<file path="src/rtl/dcdl_ctrl_pkg.sv">
// Shared definitions for the DCDL lock controller: FSM states, code widths
// and the reset/entry values of the fine search.
package dcdl_ctrl_pkg;

    localparam int unsigned COARSE_N = 16;                // coarse delay cells
    localparam int unsigned C_W      = $clog2(COARSE_N + 1); // coarse count 0..16
    localparam int unsigned FINE_W   = 6;                 // fine code width
    localparam int unsigned Q_W      = 10;                // fine output port width
    localparam int unsigned K_W      = $clog2(FINE_W);    // SAR bit index width

    // Fine code with only the MSB set: first SAR trial value
    localparam logic [FINE_W-1:0] FINE_MID = FINE_W'(1 << (FINE_W - 1));
    // SAR starts on the MSB of the fine code
    localparam logic [K_W-1:0]    K_INIT   = K_W'(FINE_W - 1);

    typedef enum logic [1:0] {
        IDLE   = 2'd0,
        COARSE = 2'd1,
        FINE   = 2'd2,
        TRACK  = 2'd3
    } state_t;

endpackage

</file>
<file path="src/rtl/dcdl_ctrl_therm_enc.sv">
// Coarse count to thermometer code: bit i is set exactly when i < c.
// Ports:
//   c        - coarse count, 0..COARSE_N
//   therm_c  - thermometer code (combinational)
module therm_enc
    import dcdl_ctrl_pkg::*;
(
    input  logic [C_W-1:0]      c,
    output logic [COARSE_N-1:0] therm_c
);

    always_comb begin
        therm_c = '0;
        for (int i = 0; i < int'(COARSE_N); i++) begin
            therm_c[i] = (C_W'(i) < c);
        end
    end

endmodule

</file>
<file path="src/rtl/dcdl_ctrl.sv">
// Digitally-controlled delay line lock controller. Acquires lock with a
// linear coarse search, a 6-bit successive-approximation fine search, then
// tracks with a filtered fine code that carries/borrows into the coarse code.
// Ports:
//   clk_ref - reference clock, rising edge
//   rst     - synchronous active-high reset
//   en      - lock-acquisition enable; low returns to IDLE holding codes
//   pd_up   - phase detector: more delay needed
//   pd_dn   - phase detector: less delay needed
//   T / Tb  - coarse thermometer code and its complement (registered)
//   Q       - fine code, upper bits zero (registered)
//   lock    - high while tracking (registered)
module dcdl_ctrl
    import dcdl_ctrl_pkg::*;
#(
    parameter int unsigned SETTLE_CYC = 4,
    parameter int unsigned FILT_LEN   = 4
) (
    input  logic                clk_ref,
    input  logic                rst,
    input  logic                en,
    input  logic                pd_up,
    input  logic                pd_dn,
    output logic [COARSE_N-1:0] T,
    output logic [COARSE_N-1:0] Tb,
    output logic [Q_W-1:0]      Q,
    output logic                lock
);

    localparam int unsigned CNT_W = (SETTLE_CYC > 1) ? $clog2(SETTLE_CYC) : 1;
    localparam int unsigned A_W   = $clog2(FILT_LEN + 1) + 1;

    localparam logic [CNT_W-1:0]      CNT_LAST = CNT_W'(SETTLE_CYC - 1);
    localparam logic signed [A_W-1:0] A_MAX    = A_W'(FILT_LEN);
    localparam logic signed [A_W-1:0] A_MIN    = -A_MAX;
    localparam logic [C_W-1:0]        C_MAX    = C_W'(COARSE_N);

    state_t                state, state_nx;
    logic [C_W-1:0]        c, c_nx;
    logic [FINE_W-1:0]     f, f_nx;
    logic [K_W-1:0]        k, k_nx;
    logic signed [A_W-1:0] a, a_nx, a_step;
    logic [CNT_W-1:0]      cnt, cnt_nx;
    logic                  sample_c, is_up_c, is_dn_c;
    logic [COARSE_N-1:0]   therm_nx_c;

    // Thermometer code of the next coarse count so T lands with c
    therm_enc u_therm_enc (
        .c       (c_nx),
        .therm_c (therm_nx_c)
    );

    // Next-state, code update and settle/filter bookkeeping
    always_comb begin
        state_nx = state;
        c_nx     = c;
        f_nx     = f;
        k_nx     = k;
        a_nx     = a;
        a_step   = a;
        sample_c = (cnt == CNT_LAST);
        is_up_c  = pd_up & ~pd_dn;
        is_dn_c  = pd_dn & ~pd_up;
        // Free-running settle window: one sample every SETTLE_CYC cycles
        cnt_nx   = sample_c ? '0 : cnt + CNT_W'(1);

        case (state)
            IDLE: begin
                cnt_nx = '0;
                if (en) begin
                    state_nx = COARSE;
                end
            end

            COARSE: begin
                if (sample_c) begin
                    if (is_up_c) begin
                        if (c < C_MAX) begin
                            c_nx = c + C_W'(1);
                        end else begin
                            state_nx = FINE;
                            f_nx     = FINE_MID;
                            k_nx     = K_INIT;
                        end
                    end else if (is_dn_c) begin
                        if (c != '0) begin
                            c_nx = c - C_W'(1);
                        end
                        state_nx = FINE;
                        f_nx     = FINE_MID;
                        k_nx     = K_INIT;
                    end
                end
            end

            FINE: begin
                if (sample_c) begin
                    // Trial bit k is kept unless the detector asks for less delay
                    if (is_dn_c) begin
                        f_nx[k] = 1'b0;
                    end
                    if (k != '0) begin
                        f_nx[k - K_W'(1)] = 1'b1;
                        k_nx              = k - K_W'(1);
                    end else begin
                        state_nx = TRACK;
                        a_nx     = '0;
                    end
                end
            end

            TRACK: begin
                if (sample_c) begin
                    if (is_up_c) begin
                        a_step = a + A_W'(1);
                    end else if (is_dn_c) begin
                        a_step = a - A_W'(1);
                    end
                    a_nx = a_step;
                    // Fine code carries into / borrows from the coarse code
                    if (a_step == A_MAX) begin
                        a_nx = '0;
                        if (f != '1) begin
                            f_nx = f + FINE_W'(1);
                        end else if (c < C_MAX) begin
                            c_nx = c + C_W'(1);
                            f_nx = '0;
                        end
                    end else if (a_step == A_MIN) begin
                        a_nx = '0;
                        if (f != '0) begin
                            f_nx = f - FINE_W'(1);
                        end else if (c != '0) begin
                            c_nx = c - C_W'(1);
                            f_nx = '1;
                        end
                    end
                end
            end
        endcase

        // Any code change or state entry opens a fresh settle window
        if ((c_nx != c) || (f_nx != f) || (state_nx != state)) begin
            cnt_nx = '0;
        end

        // Disable wins over every decision and keeps the codes
        if (!en) begin
            state_nx = IDLE;
            c_nx     = c;
            f_nx     = f;
            k_nx     = K_INIT;
            a_nx     = '0;
            cnt_nx   = '0;
        end
    end

    // State, codes and registered outputs
    always_ff @(posedge clk_ref) begin
        if (rst) begin
            state <= IDLE;
            c     <= '0;
            f     <= '0;
            k     <= K_INIT;
            a     <= '0;
            cnt   <= '0;
            T     <= '0;
            Tb    <= '1;
            Q     <= '0;
            lock  <= 1'b0;
        end else begin
            state <= state_nx;
            c     <= c_nx;
            f     <= f_nx;
            k     <= k_nx;
            a     <= a_nx;
            cnt   <= cnt_nx;
            T     <= therm_nx_c;
            Tb    <= ~therm_nx_c;
            Q     <= Q_W'(f_nx);
            lock  <= (state_nx == TRACK);
        end
    end

endmodule

</file>
<file path="config.mk">
export PLATFORM = sky130hd
export DESIGN_NAME = dcdl_ctrl
export DESIGN_NICKNAME = d
export VERILOG_FILES = /design/src/rtl/dcdl_ctrl_pkg.sv /design/src/rtl/dcdl_ctrl_therm_enc.sv /design/src/rtl/dcdl_ctrl.sv
export SDC_FILE = /design/constraint.sdc
export NUM_CORES = 1
export LEC_CHECK = 0
export ABC_AREA = 1
export CELL_PAD_IN_SITES_DETAIL_PLACEMENT = 0
export CELL_PAD_IN_SITES_GLOBAL_PLACEMENT = 1
export CORE_UTILIZATION = 36
export CTS_CLUSTER_SIZE = 10
export DETAILED_ROUTE_END_ITERATION = 7
export HOLD_SLACK_MARGIN = 0.03
export PLACE_DENSITY = 0.84
export SYNTH_ARGS = -nofsm -noshare
export SYNTH_HDL_FRONTEND = slang
export SYNTH_SLANG_ARGS = --single-unit
</file>
<file path="constraint.sdc">
create_clock -name clk_ref -period 2.43 [get_ports clk_ref]
set_input_delay 0.486 -clock clk_ref [delete_from_list [all_inputs] [get_ports clk_ref]]
set_output_delay 0.486 -clock clk_ref [all_outputs]
set_load 0.005 [all_outputs]
</file>
==> metrics.log, run 1 <==
INFO  metric status = finished clean
INFO  metric area_growth_syn_to_layout = 44.2%
INFO  metric routability_driven_placement_congestion_ratio = 0.888
INFO  metric postLayoutCoreUtil = 0.535
INFO  metric required_time_at_the_worst_slack_endpoint = between 2 and 3 ns
INFO  metric grt_start_max_net_pins = 22
INFO  metric final_nets = 679
INFO  metric capture_endpoint_of_the_worst_hold_path = cnt[0]
INFO  metric tritoncts = done
INFO  metric clockBufferDepth = 2
INFO  metric share_of_total_power_in_combinational_logic = 0.283
INFO  metric ys_warn_count = 0
INFO  metric regToRegSetupSlack = 0.09 ns
INFO  metric syn-cell-area = 3610 µm²
INFO  metric setup_viol = 0
INFO  metric final_min_period_over_clock_period = 0.969
INFO  metric dp_hpwl = 8420 µm
INFO  metric total_leakage_power = 2.31 nW
INFO  metric postSynthAreaPerCell = about 6.6 µm²
INFO  metric post_drt_wl_per_cell = 14.2 µm
INFO  metric timing.reg2reg.worst_path_depth = 20
INFO  metric first_global_vias = ~3800
INFO  metric power.share.clock = 0.281
INFO  metric initial_antenna_violation_count = 0
INFO  metric ctsHoldBuffers = 0
INFO  metric tightestPinTransition = 0.503 ns
INFO  metric drc_errors = 0
INFO  metric layout_setup_ws = approximately 0.076 ns
INFO  metric grt_setup_unrepaired = yes
INFO  metric die_area = 10400 µm²
INFO  metric total_power = 2.21 mW
INFO  metric timing.rr.start = a[0]
INFO  metric layout-drive-gt1-share = 0.299
INFO  metric initial_core_util = 0.371
INFO  metric insertedDiodeCount = 0
INFO  metric synth_cell_types = 40
INFO  metric dieHeight = 102 µm
INFO  metric power.density = about 430 nW/µm²
INFO  metric clock_tree_sinks = 54
INFO  metric timing.rr.end = T[1]
INFO  metric clock_latency = 0.32 ns
INFO  metric seq_area_frac_synth = 0.299
INFO  metric clock-root-buffer = sky130_fd_sc_hd__clkbuf_8
INFO  metric worstSetupEndpointType = flop
INFO  metric worstHoldPathType = reg2reg
INFO  metric track_usage = 0.222
INFO  metric timing_worst_setup_path_type = in2reg
INFO  metric dieWidth = approximately 100 µm
INFO  metric min_clock_period_post_route = 2.35 ns
INFO  metric postRouteWirelength = ~11000 µm
INFO  metric number_of_placed_i_o_pins = 48
INFO  metric fin_skew = 0.0131 ns
INFO  metric min_delay_path_depth = 1
INFO  metric drt-initial-drc-count = 194
INFO  metric numPortBuffers = 43
INFO  metric place_ws = -0.758 ns
INFO  metric synthCells = 547
INFO  metric fp-row-count = 36
INFO  metric max_slew_margin = 0.662
INFO  metric netlist_top_cells_area = sky130_fd_sc_hd__dfxtp_1 30%, sky130_fd_sc_hd__nand2_1 13%, sky130_fd_sc_hd__inv_1 6.5%, sky130_fd_sc_hd__o21ai_0 6.2%, sky130_fd_sc_hd__nand3_1 5.1%
INFO  metric internal_power = approximately 1.5 mW
INFO  metric globalRouteOverflowTotal = 0
INFO  metric ys_seq_elements = 54
INFO  metric min-delay-start = cnt[0]
INFO  metric core-area = 9730 µm²
INFO  metric routed_via_density = between 4 and 5
INFO  metric drt.antenna.violating_nets = 0
INFO  metric grt_pass1_wl = ~18000 µm
INFO  metric worst_ir_drop_vdd = 0.310 mV
INFO  metric worst_ep_arrival_time = 2.57 ns
INFO  metric power.share.switching = 0.304
INFO  metric seqPwrFrac = 0.436
INFO  metric maxCapViolCount = 0
INFO  metric power_switching = 0.673 mW
INFO  metric route.vias.total = 3974
INFO  metric max_freq = 425 MHz
INFO  metric timing.final.hold_violations = 0
INFO  metric synth.top_cell.area_share = 0.299
INFO  metric clkTransAtPathRegs = 0.10 ns
INFO  metric post-synth-top-area-cell = sky130_fd_sc_hd__dfxtp_1
INFO  metric number_of_search_and_repair_iterations_in_the_first_detailed_routing_pass = 5
INFO  metric timing.critical_path.from_type = input pin
INFO  metric crit_fanout = 8
INFO  metric clock_tree.htree_level_count = 2
INFO  metric final-max-slew-violation-count = 0
INFO  metric cts_buffers = 5
cell usage in the layout (no fill, tap or decap), types with 3 or more instances in the layout:
cell                                n
sky130_fd_sc_hd__buf_6              9
sky130_fd_sc_hd__ha_1               6
sky130_fd_sc_hd__nor2_2             5
sky130_fd_sc_hd__a21oi_1           22
sky130_fd_sc_hd__nand3_2            3
sky130_fd_sc_hd__o21ai_1            6
sky130_fd_sc_hd__dfxtp_2            3
sky130_fd_sc_hd__clkdlybuf4s50_1   41
sky130_fd_sc_hd__o21ai_0           43
sky130_fd_sc_hd__o21ai_2            7
sky130_fd_sc_hd__inv_4              4
sky130_fd_sc_hd__a31oi_1            5
sky130_fd_sc_hd__xor2_1             3
sky130_fd_sc_hd__o211ai_1           9
sky130_fd_sc_hd__a211oi_1           8
sky130_fd_sc_hd__nand2_1          109
sky130_fd_sc_hd__dfxtp_1           50
sky130_fd_sc_hd__nand2_2           21
sky130_fd_sc_hd__nand3_1           31
sky130_fd_sc_hd__nand2_4           14
sky130_fd_sc_hd__conb_1             4
sky130_fd_sc_hd__clkbuf_8           5
sky130_fd_sc_hd__nor2_1            45
sky130_fd_sc_hd__nand3_4            8
sky130_fd_sc_hd__buf_4             74
sky130_fd_sc_hd__inv_1             53
sky130_fd_sc_hd__nand4_1            9
sky130_fd_sc_hd__ha_4               5
sky130_fd_sc_hd__nor2_4             9
sky130_fd_sc_hd__inv_2             17
sky130_fd_sc_hd__nor3_1             8
sequential cells by signal (all words and copies together), names as in the netlist:
name   flops
T         16
Tb        16
f          6
a          4
c          4
k          3
cnt        2
state      2
lock       1
synth_stat cells (all sizes together):
cell,instances
nand2,144
inv,74
nor2,59
o21ai,57
dfxtp,54
nand3,42
a21oi,24
buf,18
ha,12
nor3,10
nand4,9
o211ai,9
a211oi,8
a31oi,5
clkbuf,4
xor2,3
a21boi,2
a32oi,2
clkinv,2
o22ai,2
a211o,1
and3,1
conb,1
o21a,1
o21bai,1
o31ai,1
o32ai,1
power by group through the flow:
stage / registers, mW / logic (mW) / clock network, mW
after floorplan: 0.986 / 0.283 / 0
after global placement: 0.984 / 0.533 / 0
after detailed placement: 0.985 / 0.536 / 0
after CTS: 0.964 / 0.565 / 0.639
after global routing: 0.971 / 0.685 / 0.681
final: 0.965 / 0.627 / 0.623
cells by family (layout without fill, tap and decap cells):
group,after synthesis,in the layout,share of synthesized area
simple gates,265,266,0.346
compound gates,114,114,0.189
other cells,1,4,0.00104
xor+xnor,3,3,0.00728
fa+ha+maj,12,12,0.0416
buf+inv,98,210,0.115
flops,54,54,0.299
routing by layer:
layer | GRT usage | up-vias | routed length (µm)
li1 | - | 2011 | -
met1 | 0.291 | 1846 | 5060
met5 | 0 | - | 0
met3 | 0.0308 | 16 | 557
met2 | 0.384 | 101 | 5520
met4 | 0.0538 | 0 | 142
worst max-delay path by stage:
stage	from	endpoint	slack [ns]
finish	pd_up	T[1]	0.08
global route	pd_dn	Tb[4]	-0.07
CTS	f[0]	Tb[10]	0.0009
detailed placement	pd_up	T[5]	-0.76
global placement	pd_up	Tb[5]	-0.75
floorplan	pd_dn	T[1]	0.06
final cells by class:
cell class | instances | area (µm²)
fill | 939 | 4520
multi-input combinational | 399 | 2440
timing repair buffer | 126 | 1110
sequential | 54 | 1090
inverter | 76 | 295
tap | 133 | 166
clock buffer | 6 | 72.6
clock inverter | 2 | 37.5
stage by stage:
stage	TNS, ns	hold WS [ns]	cell area [µm²]	std cells
floorplan	0	0.399	3620	550
global placement	-22.80	0.409	4630	774
detailed placement	-24.22	0.426	4630	774
CTS	0	0.441	4880	788
global route	-0.427	0.465	5210	796
finish	0	0.437	5210	796
worst max-delay path, cell delays in order:
cell and delay, ns:
sky130_fd_sc_hd__buf_6 0.11, sky130_fd_sc_hd__inv_4 0.05, sky130_fd_sc_hd__ha_4 0.17, sky130_fd_sc_hd__buf_4 0.12, sky130_fd_sc_hd__o21ai_0 0.08, sky130_fd_sc_hd__nand2_1 0.11, sky130_fd_sc_hd__nand3_4 0.10, sky130_fd_sc_hd__nor2_4 0.25
sky130_fd_sc_hd__nand2_8 0.11, sky130_fd_sc_hd__buf_6 0.13, sky130_fd_sc_hd__nor2_4 0.07, sky130_fd_sc_hd__nor2_2 0.05, sky130_fd_sc_hd__o21ai_2 0.13, sky130_fd_sc_hd__nand2_2 0.09, sky130_fd_sc_hd__nand2_2 0.12, sky130_fd_sc_hd__nand2_4 0.08
sky130_fd_sc_hd__nand2_4 0.09, sky130_fd_sc_hd__nand2_4 0.07, sky130_fd_sc_hd__nor2_4 0.14, sky130_fd_sc_hd__inv_2 0.03
timing repair:
item                                    in CTS  in global routing
hold endpoints to repair                     0                  0
pin swaps                                   16                 32
gates cloned                                 1                  0
resized for setup                           26                 76
setup buffers                                6                  8
endpoints found under the setup margin      42                 35
Power figures use the tool's default switching activity.
==> run 2: changes to the inputs <==
--- a/config.mk
+++ b/config.mk
@@ -11,7 +11,7 @@
 export CORE_UTILIZATION = 36
 export CTS_CLUSTER_SIZE = 10
 export DETAILED_ROUTE_END_ITERATION = 7
-export HOLD_SLACK_MARGIN = 0.03
+export GPL_ROUTABILITY_DRIVEN = 0
 export PLACE_DENSITY = 0.84
 export SYNTH_ARGS = -nofsm -noshare
 export SYNTH_HDL_FRONTEND = slang
==> metrics.log, run 2 (synthesis gave the netlist of run 1 again) <==
INFO  metric status = complete, but fails checks
INFO  metric failed_checks = negative setup slack
INFO  metric layout_setup_ws = -0.00642 ns
INFO  metric worstSetupEndpointType = flop
INFO  metric tightestPinTransition = roughly 0.51 ns
INFO  metric final_cell_mix = 107 x sky130_fd_sc_hd__nand2_1, 72 x sky130_fd_sc_hd__buf_4, 51 x sky130_fd_sc_hd__inv_1, 50 x sky130_fd_sc_hd__dfxtp_1
INFO  metric worst_ir_drop_vdd = 0.285 mV
INFO  metric drc_errors = 0
INFO  metric timing_worst_setup_path_type = reg2reg
INFO  metric total_power = 2.14 mW
INFO  metric clock_latency = 0.32 ns
INFO  metric worstHoldPathType = reg2reg
INFO  metric drt.antenna.violating_nets = 0
INFO  metric clock_tree.htree_level_count = 2
INFO  metric core-area = between 9000 and 10000 µm²
INFO  metric layout-drive-gt1-share = 0.319
INFO  metric route.vias.total = 4056
INFO  metric dieWidth = 102 µm
INFO  metric hold_ws = roughly 0.43 ns
INFO  metric postRouteWirelength = 11600 µm
INFO  metric post_drt_wl_per_cell = 14.6 µm
INFO  metric numPortBuffers = 43
INFO  metric max_freq = 410 MHz
INFO  metric final_nets = 677
INFO  metric number_of_placed_i_o_pins = 48
INFO  metric area_growth_syn_to_layout = 44.2%
INFO  metric power.density = 411 nW/µm²
INFO  metric first_global_vias = between 3000 and 4000
INFO  metric clkTransAtPathRegs = about 0.10 ns
INFO  metric dieHeight = roughly 100 µm
INFO  metric insertedDiodeCount = 0
INFO  metric grt_pass1_wl = 18000 µm
INFO  metric initial_core_util = 0.371
INFO  metric final-max-slew-violation-count = 0
INFO  metric dp_hpwl = 8500 µm
INFO  metric required_time_at_the_worst_slack_endpoint = 2.64 ns
INFO  metric routed_via_density = 5.11
INFO  metric max_slew_margin = 0.658
INFO  metric maxCapViolCount = 0
INFO  metric number_of_search_and_repair_iterations_in_the_first_detailed_routing_pass = 5
INFO  metric setup_tns = -0.00642 ns
INFO  metric die_area = 10400 µm²
INFO  metric layout.filler_cells = 959
INFO  metric fp-row-count = 36
INFO  metric globalRouteOverflowTotal = 0
INFO  metric tritoncts = done
INFO  metric final_cell_count_no_fill = 794
INFO  metric clockBufferDepth = 2
INFO  metric setup_viol = 1
INFO  metric clock_tree_sinks = 54
INFO  metric clock-root-buffer = sky130_fd_sc_hd__clkbuf_8
INFO  metric initial_antenna_violation_count = 0
INFO  metric timing.critical_path.from_type = flop
INFO  metric place_inst = 774
INFO  metric track_usage = 0.219
INFO  metric worst_ep_arrival_time = 2.64 ns
INFO  metric layout_commonest_cell = sky130_fd_sc_hd__nand2_1
INFO  metric drt-initial-drc-count = 187
INFO  metric crit_fanout = 8
INFO  metric min_clock_period_post_route = 2.44 ns
INFO  metric reg_top3 = T (16), Tb (16), f (6)
INFO  metric timing.final.hold_violations = 0
INFO  metric fin_skew = 0.0131 ns
INFO  metric final_min_period_over_clock_period = 1.00
INFO  metric postLayoutCoreUtil = 0.535
INFO  metric cts_buffers = 5
INFO  metric total_leakage_power = 2.31 nW
INFO  metric grt_setup_unrepaired = yes
INFO  metric grt_start_max_net_pins = 22
[run 2: changes by cell type in the layout (fill, tap and decap cells not counted), sizes merged]
cell / change
buf: -2
bufinv: -1
inv: +1
[run 2: area by class of cell]
class / instances / area [µm²] / share of cell area
tap: 133 / 166 / 0.0320
sequential: 54 / 1090 / 0.210
clock inverter: 2 / 16.3 / 0.00312
inverter: 76 / 295 / 0.0567
clock buffer: 6 / 82.6 / 0.0159
multi-input combinational: 399 / 2480 / 0.476
timing repair buffer: 124 / 1070 / 0.206
[run 2: timing repair]
action | in CTS | in global routing
pin swaps | 10 | 30
hold buffers | 0 | 0
gates resized for setup | 30 | 92
setup buffers | 3 | 9
endpoints found under the setup margin | 42 | 36
cloned | 1 | 0
hold endpoints to repair | 0 | 0
[run 2: metal layers]
metal / vias to the layer above / GRT usage / routed length, µm
li1: 2009 / - / -
met1: 1953 / 0.283 / 5310
met2: 82 / 0.382 / 5790
met3: 12 / 0.0335 / 352
met4: 0 / 0.0505 / 136
met5: - / 0 / 0
[run 2: final timing paths]
check / endpoint / from / cells after the start / slack, ns
max: T[2] / a[0] / 18 / -0.006
min: cnt[0] / cnt[0] / 1 / 0.43
max reg2reg: T[2] / a[0] / 18 / -0.006
min reg2reg: cnt[0] / cnt[0] / 1 / 0.43
[run 2: report_power, final]
part           switching (mW)  total [mW]  internal, mW
combinational           0.334       0.618         0.283
clock                   0.322       0.558         0.236
sequential             0.0285       0.966         0.937
total                   0.685        2.14          1.46
[run 2: through the flow]
stage | setup WS [ns] | cell area, µm²
3_3_place_gp | -0.734 | 4610
3_5_place_dp | -0.778 | 4610
5_1_grt | -0.131 | 5210
2_1_floorplan | 0.0584 | 3620
6_report | -0.00642 | 5210
4_1_cts | 0.0247 | 4840
[run 2: worst max-delay path, cell delays in order, from the launching register on]
cell,delay [ns]
sky130_fd_sc_hd__dfxtp_2,0.36
sky130_fd_sc_hd__inv_2,0.05
sky130_fd_sc_hd__ha_4,0.27
sky130_fd_sc_hd__nand2_2,0.06
sky130_fd_sc_hd__nand3_2,0.09
sky130_fd_sc_hd__nand3_2,0.11
sky130_fd_sc_hd__nor2_4,0.23
sky130_fd_sc_hd__nand2_8,0.11
sky130_fd_sc_hd__buf_6,0.13
sky130_fd_sc_hd__o21ai_2,0.09
sky130_fd_sc_hd__inv_1,0.05
sky130_fd_sc_hd__nand2_1,0.05
sky130_fd_sc_hd__nand2_1,0.06
sky130_fd_sc_hd__nand2_2,0.12
sky130_fd_sc_hd__a21boi_4,0.11
sky130_fd_sc_hd__nand2_4,0.15
sky130_fd_sc_hd__inv_4,0.06
sky130_fd_sc_hd__nor2_4,0.16
sky130_fd_sc_hd__o21ai_1,0.09
